<file path="config.mk">
export PLATFORM = sky130hd
export DESIGN_NAME = alu_rs
export DESIGN_NICKNAME = d
export VERILOG_FILES = /design/src/rtl/Purple_Jade_pkg.sv /design/src/rtl/alu_rs_select.sv /design/src/rtl/alu_rs.sv
export SDC_FILE = /design/constraint.sdc
export NUM_CORES = 1
export LEC_CHECK = 0
export CAP_MARGIN = 40
export CORE_ASPECT_RATIO = 1.1
export CORE_UTILIZATION = 64
export CTS_BUF_LIST = sky130_fd_sc_hd__clkbuf_2 sky130_fd_sc_hd__clkbuf_4 sky130_fd_sc_hd__clkbuf_8
export DETAILED_ROUTE_END_ITERATION = 7
export PLACE_DENSITY_LB_ADDON = 0.3
export SYNTH_ARGS = -nofsm -noshare
export SYNTH_HDL_FRONTEND = slang
export SYNTH_HIERARCHICAL = 1
export SYNTH_SLANG_ARGS = --single-unit
</file>
<file path="constraint.sdc">
create_clock -name clk_i -period 9.2 [get_ports clk_i]
set_input_delay 1.84 -clock clk_i [delete_from_list [all_inputs] [get_ports clk_i]]
set_output_delay 1.84 -clock clk_i [all_outputs]
set_load 0.01 [all_outputs]
</file>
<file path="src/rtl/Purple_Jade_pkg.sv">
// Purple_Jade_pkg: shared widths, CDB broadcast type and reservation-station entry type.
package Purple_Jade_pkg;
  localparam int WIDTH_OP = 4;
  localparam int ROB_ENTRY = 16;
  localparam int NUM_PHYS_REG = 64;
  localparam int WORD_SIZE_P = 32;
  localparam int FLAG_W = 4;
  localparam int ALU_RS_ENTRIES = 4;
  localparam int ROB_W = $clog2(ROB_ENTRY);
  localparam int PREG_W = $clog2(NUM_PHYS_REG);
  typedef struct packed {
    logic valid;
    logic [PREG_W-1:0] dest;
    logic [FLAG_W-1:0] flags;
    logic [WORD_SIZE_P-1:0] result;
  } CDB_t;
  localparam int CDB_WIDTH = $bits(CDB_t);
  typedef struct packed {
    logic rdy;
    logic [PREG_W-1:0] tag;
    logic [WORD_SIZE_P-1:0] val;
  } rs_src_t;
  typedef struct packed {
    logic busy;
    logic [WIDTH_OP-1:0] opcode;
    logic w_v;
    logic [ROB_W-1:0] rob_dest;
    logic [PREG_W-1:0] reg_dest;
    rs_src_t src1;
    rs_src_t src2;
  } rs_entry_t;
  function automatic rs_src_t wake(rs_src_t s, CDB_t c);
    rs_src_t w;
    w = s;
    if (!s.rdy && c.valid && c.dest == s.tag) begin
      w.rdy = 1'b1;
      w.val = c.result;
    end
    return w;
  endfunction
endpackage

</file>
<file path="src/rtl/alu_rs_select.sv">
// rs_select: one-hot grant over issuable slots, lowest index first, or the oldest
// slot by age when ALU_RS_OLDEST_FIRST_EN is defined.
module rs_select #(
  parameter int ENTRIES = 4
) (
  input  logic [ENTRIES-1:0] req,
`ifdef ALU_RS_OLDEST_FIRST_EN
  input  logic [ENTRIES-1:0][$clog2(ENTRIES)-1:0] age,
`endif
  output logic [ENTRIES-1:0] gnt,
  output logic gnt_v
);
`ifdef ALU_RS_OLDEST_FIRST_EN
  logic [$clog2(ENTRIES)-1:0] best;
  always_comb begin
    gnt = '0;
    best = '0;
    for (int i = 0; i < ENTRIES; i++)
      if (req[i] && (gnt == '0 || age[i] > best)) begin
        gnt = '0;
        gnt[i] = 1'b1;
        best = age[i];
      end
  end
`else
  assign gnt = req & (-req);
`endif
  assign gnt_v = |req;
endmodule

</file>
<file path="src/rtl/alu_rs.sv">
// alu_rs: ALU reservation station with CDB wakeup and one registered issue per cycle.
// Define ALU_RS_OLDEST_FIRST_EN to issue the oldest ready slot instead of the lowest index.
module alu_rs
  import Purple_Jade_pkg::*;
#(
  parameter int ENTRIES = ALU_RS_ENTRIES
) (
  input  logic clk_i,
  input  logic reset_i,
  input  logic flush_i,
  input  logic disp_v_i,
  output logic disp_ready_o,
  input  logic [WIDTH_OP-1:0] disp_opcode_i,
  input  logic disp_w_v_i,
  input  logic [ROB_W-1:0] disp_rob_dest_i,
  input  logic [PREG_W-1:0] disp_reg_dest_i,
  input  logic disp_src1_rdy_i,
  input  logic [PREG_W-1:0] disp_src1_tag_i,
  input  logic [WORD_SIZE_P-1:0] disp_src1_val_i,
  input  logic disp_src2_rdy_i,
  input  logic [PREG_W-1:0] disp_src2_tag_i,
  input  logic [WORD_SIZE_P-1:0] disp_src2_val_i,
  input  CDB_t cdb_i,
  output logic exe_v_o,
  output logic w_v_o,
  output logic [WIDTH_OP-1:0] opcode_o,
  output logic [WORD_SIZE_P-1:0] operand1_o,
  output logic [WORD_SIZE_P-1:0] operand2_o,
  output logic [ROB_W-1:0] rob_dest_o,
  output logic [PREG_W-1:0] reg_dest_o
);
  rs_entry_t rs_q [ENTRIES];
  rs_entry_t din;
  logic [ENTRIES-1:0] req, gnt, free, fsel;
  logic gnt_v, disp_fire;
  for (genvar g = 0; g < ENTRIES; g++) begin : g_slot
    assign req[g] = rs_q[g].busy & rs_q[g].src1.rdy & rs_q[g].src2.rdy;
    assign free[g] = ~rs_q[g].busy | gnt[g];
  end
  assign fsel = free & (-free);
  assign disp_ready_o = |free;
  assign disp_fire = disp_v_i & disp_ready_o & ~flush_i;
  // dispatch operands see the concurrent CDB so a just-produced value is not missed
  assign din = '{busy: 1'b1, opcode: disp_opcode_i, w_v: disp_w_v_i,
                 rob_dest: disp_rob_dest_i, reg_dest: disp_reg_dest_i,
                 src1: wake(rs_src_t'{disp_src1_rdy_i, disp_src1_tag_i, disp_src1_val_i}, cdb_i),
                 src2: wake(rs_src_t'{disp_src2_rdy_i, disp_src2_tag_i, disp_src2_val_i}, cdb_i)};
`ifdef ALU_RS_OLDEST_FIRST_EN
  localparam int AW = $clog2(ENTRIES);
  logic [ENTRIES-1:0][AW-1:0] age_q;
  logic [AW-1:0] gage;
  logic [ENTRIES-1:0] pass;
  always_comb begin
    gage = '0;
    for (int i = 0; i < ENTRIES; i++) if (gnt[i]) gage = age_q[i];
  end
  // a busy slot's age counts busy slots younger than it, so ages stay distinct
  for (genvar g = 0; g < ENTRIES; g++) begin : g_age
    assign pass[g] = gnt_v & (age_q[g] > gage);
  end
  always_ff @(posedge clk_i)
    if (reset_i) age_q <= '0;
    else
      for (int i = 0; i < ENTRIES; i++)
        if (disp_fire && fsel[i]) age_q[i] <= '0;
        else if (disp_fire && !pass[i]) age_q[i] <= age_q[i] + AW'(1);
        else if (!disp_fire && pass[i]) age_q[i] <= age_q[i] - AW'(1);
  rs_select #(.ENTRIES(ENTRIES)) u_sel (.req(req), .age(age_q), .gnt(gnt), .gnt_v(gnt_v));
`else
  rs_select #(.ENTRIES(ENTRIES)) u_sel (.req(req), .gnt(gnt), .gnt_v(gnt_v));
`endif
  always_ff @(posedge clk_i) begin
    if (reset_i) begin
      for (int i = 0; i < ENTRIES; i++) rs_q[i].busy <= 1'b0;
      exe_v_o <= 1'b0;
      w_v_o <= 1'b0;
      opcode_o <= '0;
      operand1_o <= '0;
      operand2_o <= '0;
      rob_dest_o <= '0;
      reg_dest_o <= '0;
    end else if (flush_i) begin
      for (int i = 0; i < ENTRIES; i++) rs_q[i].busy <= 1'b0;
      exe_v_o <= 1'b0;
    end else begin
      exe_v_o <= gnt_v;
      for (int i = 0; i < ENTRIES; i++) begin
        rs_q[i].src1 <= wake(rs_q[i].src1, cdb_i);
        rs_q[i].src2 <= wake(rs_q[i].src2, cdb_i);
        if (gnt[i]) begin
          rs_q[i].busy <= 1'b0;
          w_v_o <= rs_q[i].w_v;
          opcode_o <= rs_q[i].opcode;
          operand1_o <= rs_q[i].src1.val;
          operand2_o <= rs_q[i].src2.val;
          rob_dest_o <= rs_q[i].rob_dest;
          reg_dest_o <= rs_q[i].reg_dest;
        end
        if (disp_fire && fsel[i]) rs_q[i] <= din;
      end
    end
  end
endmodule
</file>
After elaboration in Yosys (flattened, before gate mapping)
Memories as Yosys holds them, arrays and structs flattened.
Index checks and enable logic that the tools add are counted.
- add/sub/neg operators: 2
- multiply operators: 0
- divide/modulo/power cells: 0
- order comparisons: 0
- equal/unequal tests: 10
- shift operators: 0
- muxes and demuxes: 132
- bitwise operators: 37
- reductions and logical operators: 39
- operators by type and width (cell ; number):
    $mux W32 ; 34
    $mux W78 ; 4
    $mux W1 ; 82
    $eq A6 B6 Y1 ; 10
    $mux W4 ; 8
    $logic_and A1 B1 Y1 ; 24
    $mux W6 ; 4
    $or A1 B1 Y1 ; 20
    $and A1 B1 Y1 ; 10
    $logic_not A1 Y1 ; 10
    $and A4 B4 Y4 ; 2
    $neg A4 Y4 ; 2
    $reduce_or A4 Y1 ; 2
    $not A1 Y1 ; 5
    $reduce_bool A4 Y1 ; 1
    $reduce_and A2 Y1 ; 1
    $reduce_or A2 Y1 ; 1
- register bits after elaboration: 80
- latch bits: 0
- RAM bits: 376
- memory bits (read-only): 0
- logic and storage cells: 228
- memories kept: 1
- memory list (name ; words ; bits a word ; read ports ; clocked after Yosys merged registers in ; wr ports ; RTL line ; text):
    rs_q ; 4 ; 94 ; 4 ; 0 ; 4 ; alu_rs.sv:32 ; rs_entry_t rs_q [ENTRIES];

Longest topological paths before layout
Gate-level depths: netlist of run 1.
An unclocked memory read counts as a cell.
- depth after elaboration: 15
- depth in mapped cells: 10

Modules after synthesis
Netlist of run 1, hierarchy kept.
- by module, submodules not included (module ; instances ; cells an instance ; area each (µm²) ; seq. area each (µm²)):
    alu_rs ; 1 ; 1657 ; 21202.8 ; 12892.4
    rs_select ; 1 ; 5 ; 40.0 ; 0.0

Worst setup path after synthesis of run 1
No wires, ideal clock.
- kind: in2reg
- start point: input reset_i
- end point: memory rs_q[1][39] in the netlist's numbering, enable pin
- library setup time: 0.391 ns
- arrival time: 5.583 ns
- data required time: 8.809 ns
- slack: 3.226 ns
- stages: 4
- path buffers: 1
- cell sequence: buf_2 > or3b_4 > nor3_1 > o21a_1
- RTL lines (what ; RTL line ; text):
    start: declaration ; alu_rs.sv:9 ; input logic reset_i,
    end: declaration ; alu_rs.sv:32 ;

==> flow_summary.toml, run 1 <==
[run_status]
outcome = "complete, no violations"

[logic_synthesis]
synth-seq-cells = 456
synth_cell_types = 58
yosysTopAreaCell = "edfxtp_1"
synth_flop_cell = "edfxtp_1"
yosys.cell_count.top_type = "edfxtp_1"
synth-edff-count = 376
netlist_area_sq_um = 21200
async_reset_ff_share_pct = 0
yosys.area.top_type_share_pct = 53.2
syn-instance-count = 1662
ys_warn_count = 6
yosys-top-cells-area = "edfxtp_1, mux2i_1, dfxtp_1"
synth_fp_nets = 1802
synth_commonest_cells = "edfxtp_1, mux2i_1, nand2_1"
syn_avg_cell_area_sq_um = 12.8
yosysSeqAreaShare_pct = 60.7

[global_route]
grt_use_met2_pct = 55.9
busiest_layer = "met2"
grt_usage_pct = 32.7
antenna_found_initial = 5
grt_pass1_wl_um = 83100
met1_usage_pct = 39.8
grt_pass1_vias = 14800
grt_start_max_net_pins = 92
grtUsageMet3_pct = 7.14
grt_overflow = 0

[worst_setup_path]
cp_data_arrival_time_ns = 3.47
crit_chain = "and3_1 -> nor3b_2 -> buf_4 -> nand2b_1 -> nor2_1 -> nand2_1 -> clkdlybuf4s50_1"
critPathKind = "register to output port"
max_stage_delay_ns = 0.72
crit_start = "rs_q[0][77]$_DFFE_PP_"
cp-end-kind = "output port"
critPathMaxFanout = 91
slowest_stage = "buf_4"
worstPathRequired_ns = 7.36
path_delay_family = "buffers and inverters"
cp-start-kind = "register"
worstReg2RegStart = "rs_q[0][77]$_DFFE_PP_"
cp_num_buf_inv = 2

[power_and_ir_drop]
power_density_nw_per_um2 = 176
power_leakage_nw = 8.58
vdd_drop_max_v = 0.000116

[cts]
numCtsBuffers = 74
post_cts_buffers = 0
htree_levels = 3
root_buffer = "clkbuf_8"
cts_hold_buf = 0
insertion_delay_ns = 0.62
cts_sinks = 456
cts_tree = "built"
clockBufferDepth = 3
path_clk_slew_ns = 0.06
ctsResizeCount = 0

[hold_path]
hold_path_class = "register to register"
hold_path.startpoint = "rob_dest_o[2]$_SDFFE_PP0P_"

[flow_run]
cap_violations = 0

[timing]
period_needed_ns = 5.31
slew_viol_final = 0
setup_viol = 0
rsz0062_at_grt = "false"
setup_tns_ns = 0
timing_hold_violations_final = 0
max_slew_margin_pct = 36.6
fin_crit_sh_pct = 57.7
worst_pin_slew_ns = 0.951
clock_skew_ns = 0.0290
max_freq_mhz = 188

[floorplan]
core-area_sq_um = 32500
die_y_um = 193
io_pins = 221
rows = 69
die_area_sq_um = 33900
die_w_um = 176
start_util_pct = 65.4

[route]
wire_per_inst_um = 23.4
drt-initial-drc-count = 1255
routed-via-count = 14700
drc_errors = 0
ant_nets = 0
drt-vias-per-instance = 6.22
drt_wl_total_um = 55200
dr.pass1.iters = 5

[cells_and_area]
nFillCells = 1922
fin_area_sq_um = 25400
final_nets = 2010
areaGrowthSynthToFinish_pct = 19.5
drive_gt1_share_pct = 13.6

[place]
placed_area_sq_um = 23900
finalWeightedCongestion = 0.866
io_buffer_count = 216
place_hpwl_um = 33000
==> cells by family after synthesis <==
group,synth area share (%)
flip-flops,60.7
AND/OR/NAND/NOR,7.87
multiplexers,17.1
AO/OA/AOI/OAI,8.50
buffers and inverters,3.40
XOR/XNOR,2.47
==> worst paths after layout <==
check,end,slack (ns),cells after the start
max,disp_ready_o,3.89,7
min,rob_dest_o[2]$_SDFFE_PP0P_,0.50,2
max reg2reg,rs_q[2][43]$_DFFE_PP_,4.33,9
min reg2reg,rob_dest_o[2]$_SDFFE_PP0P_,0.50,2
==> cell usage in the layout, fill, tap and decap left out, types with 64 or more instances in the layout <==
cell / instances
clkdlybuf4s50_1: 215
a211oi_1: 79
clkbuf_8: 86
edfxtp_1: 376
a22o_1: 64
o21ai_0: 79
dfxtp_1: 80
mux2_2: 79
nor2_1: 96
mux2i_1: 254
nand2_1: 184
==> state kept, by name, indices dropped and copies added, names as in the netlist <==
signal and count:
opcode_o 4, operand2_o 32, reg_dest_o 6, operand1_o 32
w_v_o 1, rs_q 376, rob_dest_o 4, exe_v_o 1
==> per-stage QoR <==
step           total power [mW]  setup slack [ns]  hold slack (ns)  utilization [%]  instances
2_1_floorplan              2.53              3.23            0.520                -       1662
5_1_grt                    4.59              3.76            0.511             78.2       2356
4_1_cts                    4.47              3.92            0.499             78.2       2355
6_report                   4.46              3.89            0.497             78.2       2356
3_3_place_gp               2.70              3.36            0.486             73.2       2215
3_5_place_dp               2.72              3.48            0.491             73.6       2220
==> where the power goes <==
group	internal (mW)	switching (mW)	total (mW)	leakage (nW)
sequential	2.27	0.0161	2.29	4.13
combinational	0.182	0.215	0.398	3.67
clock	0.968	0.805	1.77	0.787
total	3.42	1.04	4.46	8.58
==> final cells by class <==
cell class	instances	area, sq um	share of cell area, %
Antenna cell	1	2.50	0.00985
Timing Repair Buffer	249	2490	9.82
Sequential cell	456	12900	50.8
Clock buffer	107	1340	5.28
Tap cell	426	533	2.10
Clock inverter	28	159	0.626
Inverter	52	196	0.774
Multi-Input combinational cell	1037	7780	30.6
==> layer usage <==
| metal | wire length (um) | share of wire (%) |
|---|---|---|
| met3 | 5040 | 9.1 |
| met2 | 27400 | 50 |
| met5 | 58 | 0.11 |
| met1 | 20600 | 37 |
| met4 | 2010 | 3.6 |
==> worst reg2reg max path: stages (launching register included) <==
cell and delay [ns]:
edfxtp_1 0.46, and3_1 0.33, nor3b_2 0.20, buf_4 0.72, nand2b_1 0.43, nand4_1 0.57, inv_1 0.90, a32o_2 0.71
buf_16 0.24, a22o_1 0.17
No activity file was read; power rests on OpenSTA's default activity.
==> inputs of run 2 (changes only) <==
CORE_UTILIZATION = 59   (was 64)
clock period = 5.3 ns   (was 9.2 ns; I/O delays follow)
==> run 2 against run 1 <==
Clock skew up 0.0062 ns. Via count fell by 1.3%. Clock power rose by 81%. Setup slack worse by 3.0 ns. Sequential share of layout area shrank 0.78 points. Total power grew 76%. Design area up 1.6%. Non-clock buffer count increased by 16. Die area is 8.4% higher. Global-route usage fell by 3.0 points. Count of clock-buffer cells in the layout grew 17. Combinational power increased by 75%. Highest routed layer unchanged.
==> flow_summary.toml, run 2 (same netlist as run 1, synthesis figures left out) <==
[run_status]
outcome = "complete, no violations"

[global_route]
antenna_found_initial = 7
grt_pass1_wl_um = 83200
grt_pass1_vias = 14800
grt_usage_pct = 29.8
grt_start_max_net_pins = 159
grt_overflow = 0

[route]
drt-initial-drc-count = 1136
drt-vias-per-instance = 5.95
drt_wl_total_um = 54500
drc_errors = 0
dr.pass1.iters = 5
ant_nets = 0
wire_per_inst_um = 22.4
routed-via-count = 14500

[timing]
rsz0062_at_grt = "false"
setup_viol = 0
clock_skew_ns = 0.0352
max_freq_mhz = 226
period_needed_ns = 4.43
setup_tns_ns = 0
slew_viol_final = 0
max_slew_margin_pct = 39.4
fin_crit_sh_pct = 83.5
worst_pin_slew_ns = 0.908
timing_hold_violations_final = 0

[cells_and_area]
top_register = "rs_q"
fin_area_sq_um = 25800
largest_reg_flops = 376
areaGrowthSynthToFinish_pct = 21.4
drive_gt1_share_pct = 15.1
reg_top3 = "rs_q x376, operand1_o x32, operand2_o x32"
final_cell_mix = "edfxtp_1, mux2i_1, clkdlybuf4s50_1, nand2_1, nor2_1"
final_nets = 2026
nFillCells = 2402
final_common_cell = "edfxtp_1"

[place]
placed_area_sq_um = 24200
finalWeightedCongestion = 0.885
place_hpwl_um = 33700
io_buffer_count = 216

[power_and_ir_drop]
power_leakage_nw = 8.75
internal-power_mw = 6.06
pwr-share-comb_pct = 8.9
power_density_nw_per_um2 = 305
clockPowerShare_pct = 40.7
seq_power_share_pct = 50.5
p_sw_share_pct = 22.9
vdd_drop_max_v = 0.000216
power.switching_mw = 1.80

[hold_path]
hold_path_class = "register to register"

[cts]
root_buffer = "clkbuf_8"
cts_tree = "built"
numCtsBuffers = 74
insertion_delay_ns = 0.63
ctsResizeCount = 0
cts_sinks = 456
path_clk_slew_ns = 0.06
post_cts_buffers = 0
clockBufferDepth = 3
htree_levels = 3
cts_hold_buf = 0

[floorplan]
die_area_sq_um = 36800
rows = 72
io_pins = 221
core-area_sq_um = 35300
start_util_pct = 60.2
die_w_um = 183
die_y_um = 201

[worst_setup_path]
cp_data_arrival_time_ns = 3.37
cp-start-kind = "register"
critPathMaxFanout = 37
worstPathRequired_ns = 4.24
critPathKind = "register to output port"
cp-end-kind = "output port"

[flow_run]
cap_violations = 0
run 2: changes by cell type in the layout (fill, tap and decap cells not counted), sizes merged:
cell / change
diode: +1
buf: +16
clkinvlp: +1
clkinv: -14
clkbuf: +17
inv: -1
run 2: area by class of cell:
type / instances / area, sq um / area share (%)
timing repair buffer: 265 / 2740 / 10.6
clock buffer: 124 / 1470 / 5.70
sequential: 456 / 12900 / 50.0
tap: 481 / 602 / 2.33
clock inverter: 14 / 106 / 0.412
antenna: 2 / 5.00 / 0.0194
inverter: 52 / 196 / 0.762
multi-input combinational: 1037 / 7780 / 30.2
run 2: critical path, cell delays in order (launching register included):
cell and delay, ns:
edfxtp_1 0.45, and3_1 0.33, and2b_4 0.30, buf_4 0.56
nand4bb_1 0.35, nor2_1 0.07, nand2_1 0.06, clkdlybuf4s50_1 0.61
run 2: path summary, 6_finish.rpt:
check                                  start  slack (ns)                         end  cells after the start
setup / recovery   rs_q[0][93]$_SDFFCE_PN0P_        0.87                disp_ready_o                      7
hold / removal    rob_dest_o[3]$_SDFFE_PP0P_        0.50  rob_dest_o[3]$_SDFFE_PP0P_                      2
setup reg to reg   rs_q[0][93]$_SDFFCE_PN0P_        1.44       rs_q[3][20]$_DFFE_PP_                      9
hold reg to reg   rob_dest_o[3]$_SDFFE_PP0P_        0.50  rob_dest_o[3]$_SDFFE_PP0P_                      2
run 2: power by group through the flow:
| stage | combinational (mW) | clock, mW | sequential (mW) |
|---|---|---|---|
| final | 0.696 | 3.20 | 3.97 |
| after global routing | 0.746 | 3.40 | 3.97 |
| after CTS | 0.694 | 3.24 | 3.97 |
| after detailed placement | 0.687 | 0 | 4.04 |
| after global placement | 0.661 | 0 | 4.04 |
| after floorplan | 0.341 | 0 | 4.05 |
run 2: metal layers:
layer | GRT usage, % | share of wire (%)
met3 | 5.93 | 7.3
met4 | 11.7 | 2.8
met5 | 0 | 0.094
met2 | 51.7 | 51
met1 | 36.4 | 39
run 2: per-stage QoR:
stage	instances	power (mW)	hold WS, ns	worst slack, ns	utilization, %
detailed placement	2291	4.73	0.491	1.11	68.5
global placement	2286	4.70	0.485	1.06	68.2
global route	2430	8.12	0.514	0.751	73.0
CTS	2429	7.90	0.499	0.854	73.0
finish	2431	7.86	0.497	0.873	73.0
floorplan	1662	4.39	0.520	0.106	-
==> inputs of run 3 (changes only) <==
clock period = 4.4 ns   (was 5.3 ns; I/O delays follow)
==> run 3 against run 2 <==
Clock skew is 0.0039 ns higher. Highest routed layer unchanged. Critical path depth shrank 2. Sequential share of layout area is 0.17 points higher. Setup slack worse by 0.18 ns. Largest power group unchanged.
==> flow_summary.toml, run 3 (same netlist as run 1, synthesis figures left out) <==
[run_status]
outcome = "complete, no violations"

[place]
io_buffer_count = 216
place_hpwl_um = 33900
dp_cells = 2298
finalWeightedCongestion = 0.925

[timing]
max_freq_mhz = 270
worst_pin_slew_ns = 0.841
period_needed_ns = 3.71
fin_crit_sh_pct = 84.2
timing_hold_violations_final = 0
rsz0062_at_grt = "false"
slew_viol_final = 0
max_slew_margin_pct = 44.0
clock_skew_ns = 0.0391
setup_tns_ns = 0
setup_viol = 0

[cts]
path_clk_slew_ns = 0.07
numCtsBuffers = 74
htree_levels = 3
cts_tree = "built"
insertion_delay_ns = 0.63
post_cts_buffers = 0
ctsResizeCount = 0
cts_sinks = 456
root_buffer = "clkbuf_8"
clockBufferDepth = 3
cts_hold_buf = 0

[worst_setup_path]
r2r_setup_slack_ns = 1.08
crit_chain = "and3_1 -> nor4b_2 -> nor2b_1 -> nand2_1 -> clkdlybuf4s50_1"
cp-start-kind = "register"
worstReg2RegStart = "rs_q[0][77]$_DFFE_PP_"
max_stage_delay_ns = 0.60
cp-end-kind = "output port"
worstPathRequired_ns = 3.52
r2r-end = "operand2_o[22]$_SDFFE_PP0P_"
critPathKind = "register to output port"
path_delay_family = "simple AND/OR/NAND/NOR gates"
slowest_stage = "clkdlybuf4s50_1"
cp_data_arrival_time_ns = 2.83
r2r_cells = 7
critPathMaxFanout = 10
cp_num_buf_inv = 1

[cells_and_area]
largest_reg_flops = 376
multi_input_area_sq_um = 7780
final_cell_mix = "edfxtp_1, mux2i_1, clkdlybuf4s50_1, nand2_1, nor2_1"
reg_top3 = "rs_q x376, operand1_o x32, operand2_o x32"
areaGrowthSynthToFinish_pct = 21.0
final_nets = 2033
final_common_cell = "edfxtp_1"
nFillCells = 2357
seq_area_sq_um = 12900
top_register = "rs_q"
instances_no_fill = 2436
drive_gt1_share_pct = 15.2

[hold_path]
hold_path_class = "register to register"
hold_path.startpoint = "operand1_o[28]$_SDFFE_PP0P_"
min_to = "operand1_o[28]$_SDFFE_PP0P_"
worstHoldPathCells = 2

[global_route]
grt_overflow = 0
grt_pass1_vias = 14900
grt_pass1_wl_um = 82600
grt_usage_pct = 29.6
antenna_found_initial = 4
grt_start_max_net_pins = 101

[route]
drt_wl_total_um = 54000
drc_errors = 0
drt-initial-drc-count = 1144
drt-vias-per-instance = 5.96
wire_per_inst_um = 22.2
ant_nets = 0
dr.pass1.iters = 5
routed-via-count = 14500

[power_and_ir_drop]
power_leakage_nw = 8.74
vdd_drop_max_v = 0.000223
power_density_nw_per_um2 = 366

[floorplan]
die_w_um = 183
io_pins = 221
rows = 72
core-area_sq_um = 35300
start_util_pct = 60.2
die_y_um = 201
die_area_sq_um = 36800

[flow_run]
cap_violations = 0
## run 3: changes by cell type in the layout (fill, tap and decap cells not counted)
cell	delta
buf_4	+13
clkbuf_4	-9
buf_16	-5
clkinv_2	+5
clkinv_1	+2
buf_12	-1
nor3_2	-1
nor3_4	+1
## run 3: worst register-to-register path, delay by kind of cell (launching register included)
kind	cells	cell delay (ns)
flops	1	0.44
simple gates	2	0.57
compound gates	2	0.35
mux	1	0.34
buf+inv	2	1.45
## run 3: per-stage QoR
stage	setup WS (ns)	power [mW]	util, %	hold WS, ns	cell area, sq um
finish	0.694	9.41	72.8	0.496	25700
floorplan	0.190	5.29	-	0.520	21200
global route	0.533	9.70	72.8	0.519	25700
detailed placement	0.538	5.70	68.4	0.491	24200
CTS	0.701	9.45	72.8	0.500	25700
global placement	0.593	5.67	68.3	0.487	24100
## run 3: how the worst max path moves through the flow
stage                                      from                    end  slack, ns  cells after the start
after floorplan                         reset_i  rs_q[3][39]$_DFFE_PP_       0.19                      5
after global placement                 disp_v_i  rs_q[3][46]$_DFFE_PP_       0.59                      7
after detailed placement               disp_v_i  rs_q[3][46]$_DFFE_PP_       0.54                      7
after CTS                 rs_q[0][38]$_DFFE_PP_           disp_ready_o       0.70                      5
after global routing      rs_q[0][38]$_DFFE_PP_           disp_ready_o       0.53                      6
final                     rs_q[0][77]$_DFFE_PP_           disp_ready_o       0.69                      5
## run 3: area by class of cell
cell class	count	share of cell area, %
Sequential cell	456	50.2
Multi-Input combinational cell	1037	30.3
Timing Repair Buffer	272	10.4
Clock buffer	115	5.45
Tap cell	481	2.34
Inverter	52	0.764
Clock inverter	21	0.540
Antenna cell	2	0.0195
## run 3: per-layer routing
layer  wire [um]  GRT usage, %
met1       20800          36.3
met2       27300          50.7
met3        4090          6.08
met4        1760          12.4
met5          28             0
## run 3: power breakdown
group / internal [mW] / switching, mW / total (mW)
Clock: 2.10 / 1.70 / 3.79
Combinational: 0.391 / 0.449 / 0.839
Sequential: 4.74 / 0.0357 / 4.78
Total: 7.23 / 2.18 / 9.41
